--- src/rtl/key_debounce_multi.sv ---
// N-channel push-button conditioner: 2-FF synchroniser, debounce filter, and
// press/release/long-press/auto-repeat pulse generation per independent channel.
module key_debounce_multi #(
  parameter int NUM_KEYS    = 4,
  parameter int CLK_FREQ_HZ = 50_000_000,
  parameter int DEBOUNCE_MS = 20,
  parameter int LONG_MS     = 1000,
  parameter int REPEAT_MS   = 200,
  parameter bit REPEAT_EN   = 1'b1,
  parameter bit ACTIVE_LOW  = 1'b1
) (
  input  logic                clk,
  input  logic                rst,
  input  logic [NUM_KEYS-1:0] key_in,
  output logic [NUM_KEYS-1:0] key_state,
  output logic [NUM_KEYS-1:0] key_press,
  output logic [NUM_KEYS-1:0] key_release,
  output logic [NUM_KEYS-1:0] key_long,
  output logic [NUM_KEYS-1:0] key_repeat
);

  localparam int DB_CYC   = CLK_FREQ_HZ / 1000 * DEBOUNCE_MS;
  localparam int LONG_CYC = CLK_FREQ_HZ / 1000 * LONG_MS;
  localparam int REP_CYC  = CLK_FREQ_HZ / 1000 * REPEAT_MS;
  localparam int HOLD_MAX = (LONG_CYC > REP_CYC) ? LONG_CYC : REP_CYC;
  localparam int DB_W     = $clog2(DB_CYC) + 1;
  localparam int HOLD_W   = $clog2(HOLD_MAX) + 1;

  localparam logic [DB_W-1:0]     DB_LAST   = DB_W'(DB_CYC - 1);
  localparam logic [HOLD_W-1:0]   LONG_LAST = HOLD_W'(LONG_CYC - 1);
  localparam logic [HOLD_W-1:0]   REP_LAST  = HOLD_W'(REP_CYC - 1);
  localparam logic [NUM_KEYS-1:0] REL_LVL   = {NUM_KEYS{ACTIVE_LOW}};

  if (DB_CYC < 2 || REP_CYC < 1) begin : g_bad_params
    $error("key_debounce_multi: DB_CYC must be >= 2 and REP_CYC >= 1");
  end

  typedef enum logic [1:0] {IDLE, FILT_DN, DOWN, FILT_UP} state_t;

  logic [NUM_KEYS-1:0] s1_q, s2_q, lv;

  // Synchronisers reset to the released level so no press appears out of reset.
  always_ff @(posedge clk or negedge rst) begin
    if (!rst) begin
      s1_q <= REL_LVL;
      s2_q <= REL_LVL;
    end else begin
      s1_q <= key_in;
      s2_q <= s1_q;
    end
  end

  assign lv = s2_q ^ REL_LVL;

  for (genvar g = 0; g < NUM_KEYS; g++) begin : g_ch
    state_t            st_q;
    logic [DB_W-1:0]   db_q;
    logic [HOLD_W-1:0] hold_q, hold_nxt;
    logic              long_done_q, long_fire, rep_fire;
    logic              state_q, press_q, rel_q, long_q, rep_q;

    // Hold timer: counts to the long-press point once, then wraps at the repeat period.
    always_comb begin
      hold_nxt  = hold_q;
      long_fire = 1'b0;
      rep_fire  = 1'b0;
      if (!long_done_q) begin
        if (hold_q == LONG_LAST) begin
          long_fire = 1'b1;
          hold_nxt  = '0;
        end else begin
          hold_nxt = hold_q + 1'b1;
        end
      end else if (REPEAT_EN) begin
        if (hold_q == REP_LAST) begin
          rep_fire = 1'b1;
          hold_nxt = '0;
        end else begin
          hold_nxt = hold_q + 1'b1;
        end
      end
    end

    always_ff @(posedge clk or negedge rst) begin
      if (!rst) begin
        st_q        <= IDLE;
        db_q        <= '0;
        hold_q      <= '0;
        long_done_q <= 1'b0;
        state_q     <= 1'b0;
        press_q     <= 1'b0;
        rel_q       <= 1'b0;
        long_q      <= 1'b0;
        rep_q       <= 1'b0;
      end else begin
        press_q <= 1'b0;
        rel_q   <= 1'b0;
        long_q  <= 1'b0;
        rep_q   <= 1'b0;
        case (st_q)
          IDLE: begin
            db_q   <= '0;
            hold_q <= '0;
            if (lv[g]) st_q <= FILT_DN;
          end
          FILT_DN: begin
            if (!lv[g]) begin
              st_q <= IDLE;
              db_q <= '0;
            end else if (db_q == DB_LAST) begin
              st_q        <= DOWN;
              db_q        <= '0;
              hold_q      <= '0;
              long_done_q <= 1'b0;
              press_q     <= 1'b1;
              state_q     <= 1'b1;
            end else begin
              db_q <= db_q + 1'b1;
            end
          end
          DOWN: begin
            hold_q      <= hold_nxt;
            long_done_q <= long_done_q | long_fire;
            long_q      <= long_fire;
            rep_q       <= rep_fire;
            db_q        <= '0;
            if (!lv[g]) st_q <= FILT_UP;
          end
          FILT_UP: begin
            // An accepted release suppresses any long/repeat pulse due on the same edge.
            if (!lv[g] && db_q == DB_LAST) begin
              st_q        <= IDLE;
              db_q        <= '0;
              hold_q      <= '0;
              long_done_q <= 1'b0;
              rel_q       <= 1'b1;
              state_q     <= 1'b0;
            end else begin
              hold_q      <= hold_nxt;
              long_done_q <= long_done_q | long_fire;
              long_q      <= long_fire;
              rep_q       <= rep_fire;
              if (lv[g]) begin
                st_q <= DOWN;
                db_q <= '0;
              end else begin
                db_q <= db_q + 1'b1;
              end
            end
          end
          default: begin
            st_q        <= IDLE;
            db_q        <= '0;
            hold_q      <= '0;
            long_done_q <= 1'b0;
            state_q     <= 1'b0;
          end
        endcase
      end
    end

    assign key_state[g]   = state_q;
    assign key_press[g]   = press_q;
    assign key_release[g] = rel_q;
    assign key_long[g]    = long_q;
    assign key_repeat[g]  = rep_q;
  end

endmodule

--- config.mk ---
export PLATFORM = sky130hd
export DESIGN_NAME = key_debounce_multi
export DESIGN_NICKNAME = d
export VERILOG_FILES = /design/src/rtl/key_debounce_multi.sv
export SDC_FILE = /design/constraint.sdc
export NUM_CORES = 1
export LEC_CHECK = 0
export ABC_AREA = 0
export BUFFER_PORTS_ARGS = -buffer_cell sky130_fd_sc_hd__buf_2
export CAP_MARGIN = 20
export CORE_ASPECT_RATIO = 1.5
export CORE_MARGIN = 10
export CORE_UTILIZATION = 50
export DETAILED_ROUTE_END_ITERATION = 7
export GPL_TIMING_DRIVEN = 0
export PLACE_DENSITY = 0.73
export REMOVE_ABC_BUFFERS = 1
export SKIP_LAST_GASP = 1
export SLEW_MARGIN = 20
export SYNTH_ARGS = -nofsm -noshare
export SYNTH_HDL_FRONTEND = slang
export SYNTH_SLANG_ARGS = --single-unit
--- constraint.sdc ---
create_clock -name clk -period 3.5 [get_ports clk]
set_clock_uncertainty 0.05 [all_clocks]
set_input_delay 0.7 -clock clk [delete_from_list [all_inputs] [get_ports clk]]
set_output_delay 0.7 -clock clk [all_outputs]
set_load 0.01 [all_outputs]
==> out/summary.txt, run 1 <==
Outcome: completed
Largest fanout on the critical path: 31
Slowest cell on the critical path: a21oi_4
Sequential fraction of design power: 48.6%
Main area contributors after synthesis: dfrtp_1, nor2_1, xnor2_1
CP top delay family: simple AND/OR/NAND/NOR gates
Antenna Nets Post-Route: 0
Compound-Gate Fraction of Synth Area: 13.9%
Pwr dens: 399 mW/mm²
Final Critical Period: 3.32 ns
Initial Utilization: 50.9%
Sw frac: 21.5%
Post-layout util: 55.6%
Yosys cell types: 70
HP Start: key_in[2]
Clk pwr share: 48.8%
Post-synth EDFFs: 0
Post-Synthesis Cell Area: 0.0128 mm²
Buf/Inv on CP: 0
Dpl cells: 1638
H-tree levels: 1
Relative slew slack: 28.3%
# DRC: 0
Fin. max-slew vios: 0
Reg2reg setup slack: 0.18 ns
Layout net count: 1352
End of the worst hold path: s1_q[2]
Largest registers: g_ch.hold_q: 108 flops, g_ch.db_q: 84 flops, g_ch.st_q: 8 flops
Fmax: 301 MHz
Total track usage: 17.1%
Max cap viols: 0
FF-to-FF path depth: 5
Post-synthesis sequential area ratio: 45.5%
Final WL: 27.6 mm
IO Count: 26
Critical Path End Type: flip-flop
Yosys top cell area share: 43.8%
CP Cell Sequence: or4b_2 > or4_1 > a21oi_4 > nor2_2 > a221o_1
CTS tree: yes
Clk buf depth: 3
Clk root buf: clkbuf_16
Mean post-synth cell area: 9.35 µm²
Gate power share: 2.6%
R2r endpoint: g_ch[0].hold_q[11]
Initial DRC count: 612
Die X: 151 µm
Area of the core: 0.0251 mm²
Ys async rst share: 100%
Setup CP Type: reg2reg
VDD IR max: 0.000384 V
Clock tree sinks: 232
Fin cells: 1684
Area delta synth->final: 9.31%
Synth Area in Adders: 0.783%
Final Hold Fails: 0
Min-delay worst type: in2reg
Synth area leader: dfrtp_1
Max incr delay on CP: 0.72 ns
GP Congestion: 0.861
Vias in the first global route: 10283
Crit path arrival time: 3.69 ns
Global-route wire length before repair: 48.6 mm
Synth Flop Type: dfrtp_1
# rows: 71
Total gr overflow: 0
Static leakage: 5.56 nW
Fillcell total: 2233
Worst Hold Path Cells: 1
DP Area: 0.0131 mm²
Post-route cell area: 0.0140 mm²
Yosys warnings: 0
Share of layout cells above drive strength 1: 8.48%
Post-detail-place hpwl: 18.4 mm
Largest net degree at the start of global routing: 70
Crit start category: flip-flop
Initial antenna violation count: 0
Die area: 0.0325 mm²
Vias per cell: 6.16
Sw Pwr: 1.20 mW
Setup Buffers After CTS: 0
Inserted Diodes: 0
Period utilisation layout: 94.9%
Detailed-route wire length per cell: 16.4 µm
Pint: 4.38 mW
IO buf count: 25
CTS clk-pin slew, worst paths: 0.06 ns
Post-synthesis register bit count: 232
Post-Synth XOR/XNOR Area: 5.68%
Syn Inst Count: 1367
Worst skew pair latency: 0.54 ns
Largest family of logic cells by synthesized area: simple AND/OR/NAND/NOR gates
Post-synthesis simple-gate area fraction: 29.1%
RR Startpoint: g_ch[0].hold_q[21]
Worst-margin pin slew: 1.08 ns
Top reg by flops: g_ch.hold_q
First-pass DRT Iterations: 5
Required @ worst endpoint: 3.87 ns
Mux cell area share after synthesis: 0.333%
DR vias: 10370
CTS buffer count: 25
Die Y: 216 µm
RSZ-0062 raised after global routing: false
Largest register FFs: 108
Final number of setup-violating endpoints: 0
-- worst max path at each step --
stage / startpoint / end / slack, ns / depth (start not counted)
2_1_floorplan: g_ch[0].hold_q[21] / g_ch[0].hold_q[11] / 0.23 / 5
3_3_place_gp: rst / g_ch[1].press_q / -2.54 / 1
3_5_place_dp: g_ch[0].db_q[11] / g_ch[0].hold_q[3] / -0.25 / 5
4_1_cts: g_ch[0].hold_q[21] / g_ch[0].hold_q[13] / 0.02 / 5
5_1_grt: g_ch[0].hold_q[21] / g_ch[0].hold_q[14] / 0.04 / 5
6_report: g_ch[0].hold_q[21] / g_ch[0].hold_q[11] / 0.18 / 5
-- area by class of cell --
type,instances,area [µm²],share of cell area [%]
Clock buffer,36,717,5.13
Tap cell,328,410,2.94
Multi-Input combinational cell,1002,6430,46.0
Inverter,41,154,1.10
Timing Repair Buffer,36,322,2.30
Clock inverter,9,124,0.886
Sequential cell,232,5820,41.6
-- cell usage after synthesis, types with 20 or more instances --
cell,n
nor2_1,136
xnor2_1,58
dfrtp_1,224
inv_1,41
and3_1,37
nand4_1,51
o21ai_0,32
clkbuf_1,49
xor2_1,25
nor4_1,48
nand3_1,76
nand2_1,110
and4_1,21
buf_4,21
o31ai_1,20
nor3_1,76
a22o_1,22
buf_2,21
nor4b_1,23
-- per-layer routing --
layer / GRT usage, % / wire, µm / vias to the layer above / part of all wire [%]
met5: 0 / 0 / - / 0
met4: 5.79 / 654 / 0 / 2.4
met3: 2.18 / 874 / 53 / 3.2
met2: 30.3 / 14300 / 160 / 52
met1: 20.8 / 11700 / 5134 / 43
li1: - / - / 5023 / -
-- power groups by stage --
| stage | registers [mW] | logic, mW | clock network (mW) |
|---|---|---|---|
| after floorplan | 2.76 | 0.0531 | 0 |
| after global placement | 2.76 | 0.129 | 0 |
| after detailed placement | 2.76 | 0.151 | 0 |
| after CTS | 2.71 | 0.152 | 2.79 |
| after global routing | 2.71 | 0.168 | 2.89 |
| final | 2.71 | 0.145 | 2.72 |
-- through the flow --
step                      hold WS (ns)  setup slack [ns]  setup TNS [ns]  power (mW)
after floorplan                  0.295             0.229               0        2.81
after global placement           0.295             -2.54         -582.86        2.89
after detailed placement         0.298            -0.255           -3.07        2.91
after CTS                        0.184            0.0245               0        5.65
after global routing             0.190            0.0357               0        5.77
final                            0.202             0.180               0        5.58
-- placed cells by master (no fill, tap or decap), types with 21 or more instances in the layout --
cell       netlist  layout
a22o_1          22      22
and3_1          37      37
and4_1          21      21
buf_2           21      24
clkbuf_16        0      25
dfrtp_1        224     224
inv_1           41      41
nand2_1        110     110
nand3_1         76      76
nand4_1         51      51
nor2_1         136     135
nor3_1          76      75
nor4_1          48      48
nor4b_1         23      22
o21ai_0         32      32
xnor2_1         58      58
xor2_1          25      25
-- kinds of logic after synthesis --
family                     after synthesis
DFF                                    232
muxes                                    4
and+or+nand+nor                        685
xor gates and xnor gates                83
AOI/OAI and AO/OA                      222
adders and majority gates                8
buffers and inverters                  133
-- repair_timing --
| action | CTS | global route |
|---|---|---|
| hold endpoints to repair | 28 | 0 |
| endpoints found under the setup margin | 16 | 0 |
| resized for setup | 1 | 0 |
| hold buffers | 1 | 0 |
No activity file was read; power rests on OpenSTA's default activity.
==> run 2: changes to the inputs <==
- ABC_AREA: 0 -> 1
==> run 2 against run 1 <==
Compared with the run above:
- combinational power up 17%
- critical path type unchanged
- clock-buffer cell count down 4
- non-clock buffer count down 7
- largest cell class unchanged
- design area up 14%
- critical endpoint is now g_ch[1].hold_q[15]
- first-iteration DRC count up 54%
- final cell count up 51%
- wire length up 40%
- largest power group unchanged
- sequential share of layout area down 5.1 points
- hold slack better by 0.0067 ns
- power up 0.46%
==> out/summary.txt, run 2 <==
Post-synthesis sequential area ratio: 39.5%
Outcome: completed
Total track usage: 20.4%
Setup Buffers After CTS: 0
Pwr dens: 352 mW/mm²
Top reg by flops: g_ch.hold_q
Commonest non-fill, non-tap cell in the layout: nand2_1
Clk buf depth: 3
Detailed-route wire length per cell: 15.2 µm
Worst-margin pin slew: 0.813 ns
Fmax: 367 MHz
Most frequent cell after synthesis: nand2_1
Layout net count: 2146
Setup CP Type: reg2reg
Synth area leader: dfrtp_1
Required @ worst endpoint: 3.85 ns
Initial antenna violation count: 0
Final Hold Fails: 0
Critical Path End Type: flip-flop
Final WL: 38.6 mm
Min-delay worst type: in2reg
RSZ-0062 raised after global routing: false
Ys async rst share: 100%
Total gr overflow: 0
Static leakage: 6.83 nW
Syn Inst Count: 2134
Multi-input gate area: 0.00754 mm²
Largest registers: g_ch.hold_q: 108 flops, g_ch.db_q: 84 flops, g_ch.st_q: 8 flops
Die area: 0.0368 mm²
Mean post-synth cell area: 6.90 µm²
Final number of setup-violating endpoints: 0
# DRC: 0
Clk root buf: clkbuf_16
Post-synthesis register bit count: 232
Reg area: 0.00582 mm²
Post-Synthesis Cell Area: 0.0147 mm²
Dpl cells: 2494
Post-layout util: 55.1%
Fillcell total: 2908
Most frequent cells after synthesis: nand2_1, nor2_1, inv_1
Vias in the first global route: 13701
First-pass DRT Iterations: 6
Post-synth EDFFs: 0
CP Cell Sequence: ha_1 > nand3_1 > nor2_1 > nand3_1 > nand2_1 > nand2_1 > inv_1 > nand3_1 > nand2_1 > nor2_1
Slowest cell on the critical path: inv_1
Fin cells: 2540
Max incr delay on CP: 0.59 ns
Initial DRC count: 940
CTS tree: yes
Final Critical Period: 2.72 ns
Most frequent cells in the layout: nand2_1, nor2_1, inv_1
Area delta synth->final: 8.22%
Clock tree sinks: 232
Initial Utilization: 50.9%
Crit path arrival time: 3.07 ns
CTS clk-pin slew, worst paths: 0.06 ns
Global-route wire length before repair: 64.5 mm
Area of the core: 0.0289 mm²
CTS buffer count: 25
# rows: 76
Yosys top cell area share: 38.1%
Largest register FFs: 108
Post-route setup TNS: 0 ns
Reg2reg setup slack: 0.78 ns
Worst skew pair latency: 0.53 ns
Relative slew slack: 45.7%
Period utilisation layout: 77.8%
Largest net degree at the start of global routing: 77
Share of layout cells above drive strength 1: 6.42%
VDD IR max: 0.000478 V
Yosys cell types: 44
H-tree levels: 1
IO Count: 26
Die X: 160 µm
Synth Flop Type: dfrtp_1
Yosys warnings: 0
Die Y: 230 µm
Fin. max-slew vios: 0
Antenna Nets Post-Route: 0
Largest fanout on the critical path: 21
IO buf count: 25
GP Congestion: 0.934
Main area contributors after synthesis: dfrtp_1, nand2_1, nor2_1
DR vias: 13944
Post-detail-place hpwl: 28.9 mm
Max cap viols: 0
Inserted Diodes: 0
Vias per cell: 5.49
Crit start category: flip-flop
==> run 2: worst paths after layout <==
path,from,to,cells past startpoint
max,g_ch[1].db_q[0],g_ch[1].hold_q[15],10
min,key_in[0],s1_q[0],1
max reg2reg,g_ch[1].db_q[0],g_ch[1].hold_q[15],10
min reg2reg,s1_q[1],s2_q[1],0
max in group asynchronous,rst,s1_q[1],4
min in group asynchronous,rst,g_ch[0].hold_q[13],2
==> run 2: layout make-up <==
| cell class | instances | share of cell area (%) |
|---|---|---|
| clock buffer | 32 | 4.41 |
| sequential | 232 | 36.5 |
| clock inverter | 13 | 0.950 |
| timing repair buffer | 29 | 1.43 |
| multi-input combinational | 1576 | 47.3 |
| tap | 390 | 3.06 |
| inverter | 268 | 6.31 |
==> run 2: per-stage QoR <==
stage          cell area, µm²  setup slack [ns]  hold WS, ns  total power, mW
2_1_floorplan           14400              1.52        0.295             2.83
3_3_place_gp            15000             -2.50        0.296             2.92
3_5_place_dp            15100             0.827        0.297             2.93
4_1_cts                 15900             0.791        0.183             5.71
5_1_grt                 15900             0.458        0.186             5.83
6_report                15900             0.776        0.209             5.60
==> run 2: layer usage <==
layer  share of wire [%]  vias to the layer above  track usage, %
li1                    -                     6922               -
met1                  40                     6555            22.3
met2                  52                      356            37.6
met3                 4.1                      111            2.47
met4                 4.5                        0            10.6
met5                   0                        -               0
==> run 2: worst max-delay path: cells and delay by family, from the launching register on <==
kind / cells / cell delay [ns]
adders and majority gates: 1 / 0.27
and+or+nand+nor: 8 / 1.32
DFF: 1 / 0.37
buffers and inverters: 1 / 0.59
==> run 2: where the power goes <==
part | total (mW) | leakage (nW) | switching [mW] | internal, mW
logic | 0.170 | 3.21 | 0.137 | 0.0327
clock network | 2.72 | 0.417 | 1.09 | 1.64
registers | 2.71 | 3.20 | 0.0116 | 2.70
total | 5.60 | 6.83 | 1.24 | 4.37
==> run 2: kinds of logic (layout without fill, tap and decap cells) <==
group / after synthesis / count (layout) / synth area share, %
AND/OR/NAND/NOR: 1310 / 1310 / 39.4
buffers and inverters: 326 / 342 / 9.27
flip-flops: 232 / 232 / 39.5
AO/OA/AOI/OAI: 203 / 203 / 7.90
XOR/XNOR: 55 / 55 / 3.27
adder cells (fa/ha/maj): 8 / 8 / 0.680
==> run 2: timing repair <==
action,in CTS,in global routing
hold endpoints to repair,29,0
hold buffers,1,0
gates resized for setup,0,0
==> run 3: changes to the inputs <==
- PLACE_DENSITY: 0.73 -> 0.75
- clock period: 3.5 -> 2.45 ns (I/O delays scaled with it)
==> run 3 against run 2 <==
Compared with the run above:
- maximum frequency rose by 19%
- non-clock buffer count rose by 10
- combinational power rose by 46%
- register-to-register slack got worse by 0.62 ns
- wire length rose by 1.1%
- hold slack improved by 0.095 ns
- sequential power rose by 43%
- via count rose by 0.34%
- critical path type unchanged
==> out/summary.txt, run 3 (synthesis results as in run 2) <==
Outcome: completed
Buf/Inv on CP: 0
Initial Utilization: 50.9%
Static leakage: 6.82 nW
Global-route wire length before repair: 64.0 mm
Inserted Diodes: 0
Clk pwr share: 47.3%
Relative slew slack: 52.1%
Worst skew pair latency: 0.55 ns
Slowest cell on the critical path: dfrtp_1
Most used cell, CP: nor2_1
Sw frac: 23.4%
Largest net degree at the start of global routing: 96
Initial antenna violation count: 0
Met1 Usage GRT: 22.1%
Layout net count: 2156
Largest registers: g_ch.hold_q: 108 flops, g_ch.db_q: 84 flops, g_ch.st_q: 8 flops
Area delta synth->final: 8.42%
Reg area: 0.00582 mm²
Vias per cell: 5.48
IO buf count: 25
Vias in the first global route: 13530
H-tree levels: 1
Initial DRC count: 804
Commonest non-fill, non-tap cell in the layout: nand2_1
Detailed-route wire length per cell: 15.3 µm
Setup CP Type: reg2reg
# rows: 76
Largest register FFs: 108
Fillcell total: 2858
Final WL: 39.0 mm
Die Y: 230 µm
Min-delay worst type: reg2reg
Crit start category: flip-flop
GP Congestion: 0.989
CTS buffer count: 25
Final Hold Fails: 0
Period utilisation layout: 93.7%
Met2 usage: 38.3%
Pwr dens: 489 mW/mm²
IO Count: 26
GR Layer Usage met3: 2.20%
Worst-margin pin slew: 0.717 ns
VDD IR max: 0.000598 V
Pwr Total: 7.81 mW
Clk buf depth: 3
Pint: 5.99 mW
CP top delay family: simple AND/OR/NAND/NOR gates
Top reg by flops: g_ch.hold_q
Largest fanout on the critical path: 6
Total track usage: 20.5%
# DRC: 0
Final number of setup-violating endpoints: 0
CP Cell Sequence: ha_1 > nand3_1 > nor2_1 > nand2_1 > nor2_1 > nand3_1 > nand2_1 > nor2_1 > nor2_2 > nor2_1
Sw Pwr: 1.82 mW
Total gr overflow: 0
Area of the core: 0.0289 mm²
Post-route cell area: 0.0160 mm²
Multi-input gate area: 0.00756 mm²
Share of layout cells above drive strength 1: 6.89%
Max cap viols: 0
Fin. max-slew vios: 0
Antenna Nets Post-Route: 0
DP Area: 0.0150 mm²
Crit path arrival time: 2.65 ns
Critical Path End Type: flip-flop
Final Critical Period: 2.29 ns
Gate power share: 3.2%
RSZ-0062 raised after global routing: false
Clock tree sinks: 232
Required @ worst endpoint: 2.81 ns
Fmax: 436 MHz
Die area: 0.0368 mm²
Max incr delay on CP: 0.43 ns
Final hold slack: 0.304 ns
Gr busiest metal: met2
Sequential fraction of design power: 49.5%
DR vias: 13992
Die X: 160 µm
CTS clk-pin slew, worst paths: 0.06 ns
Most frequent cells in the layout: nand2_1, nor2_1, inv_1
First-pass DRT Iterations: 8
CTS tree: yes
Post-detail-place hpwl: 28.8 mm
Clk root buf: clkbuf_16
-- run 3: cell types whose count changed in the layout (fill, tap and decap cells not counted), sizes merged --
cell         previous run  this run
buf                    28        34
clkinvlp                3         5
bufinv                  3         1
dlygate4sd3             1         5
clkbuf                 32        34
clkinv                  8         9
inv                   267       265
-- run 3: cell type report --
cell class,instances,share of cell area (%)
Multi-Input combinational cell,1576,47.4
Sequential cell,232,36.4
Inverter,268,6.36
Clock buffer,34,4.32
Tap cell,390,3.06
Timing Repair Buffer,39,1.83
Clock inverter,12,0.627
-- run 3: repair_timing --
| action | in CTS | in global routing |
|---|---|---|
| buffers inserted | 2 | 5 |
| pin swaps | 1 | 1 |
| endpoints found under the setup margin | 30 | 50 |
| hold endpoints to repair | 73 | 0 |
| resized for setup | 2 | 8 |
| hold buffers | 5 | 0 |
-- run 3: power by group through the flow --
stage / sequential, mW / combinational, mW / clock, mW
floorplan: 3.94 / 0.102 / 0
global placement: 3.94 / 0.228 / 0
detailed placement: 3.94 / 0.243 / 0
CTS: 3.87 / 0.251 / 3.80
global route: 3.87 / 0.283 / 3.92
finish: 3.87 / 0.248 / 3.69
-- run 3: worst paths after layout --
| check | start | to | slack [ns] | cells after the start |
|---|---|---|---|---|
| setup / recovery | g_ch[1].hold_q[0] | g_ch[1].hold_q[12] | 0.16 | 10 |
| hold / removal | s1_q[0] | s2_q[0] | 0.30 | 0 |
| setup reg to reg | g_ch[1].hold_q[0] | g_ch[1].hold_q[12] | 0.16 | 10 |
| hold reg to reg | s1_q[0] | s2_q[0] | 0.30 | 0 |
| max in group asynchronous | rst | s2_q[3] | 0.62 | 4 |
| min in group asynchronous | rst | g_ch[2].db_q[13] | 0.44 | 2 |
-- run 3: worst register-to-register path, stage by stage, from the launching register on --
cell and delay [ns]:
dfrtp_1 0.43, ha_1 0.36, nand3_1 0.15, nor2_1 0.22, nand2_1 0.15, nor2_1 0.12, nand3_1 0.07, nand2_1 0.11
nor2_1 0.15, nor2_2 0.27, nor2_1 0.08
-- run 3: stage by stage --
| step | setup WS (ns) | cells | setup TNS (ns) | utilization (%) |
|---|---|---|---|---|
| 2_1_floorplan | 0.475 | 2076 | 0 | - |
| 3_3_place_gp | -3.37 | 2491 | -761.65 | 51.8 |
| 3_5_place_dp | -0.265 | 2493 | -3.58 | 52.0 |
| 4_1_cts | 0.0188 | 2546 | 0 | 55.0 |
| 5_1_grt | 0.00607 | 2551 | 0 | 55.2 |
| 6_report | 0.155 | 2551 | 0 | 55.2 |
-- run 3: per-layer routing --
metal  wire (µm)  vias up  part of all wire, %
met5           0        -                    0
met4        1810        0                  4.6
met3        1320      118                  3.4
met2       20500      314                   52
met1       15400     6598                   39
li1            -     6962                    -
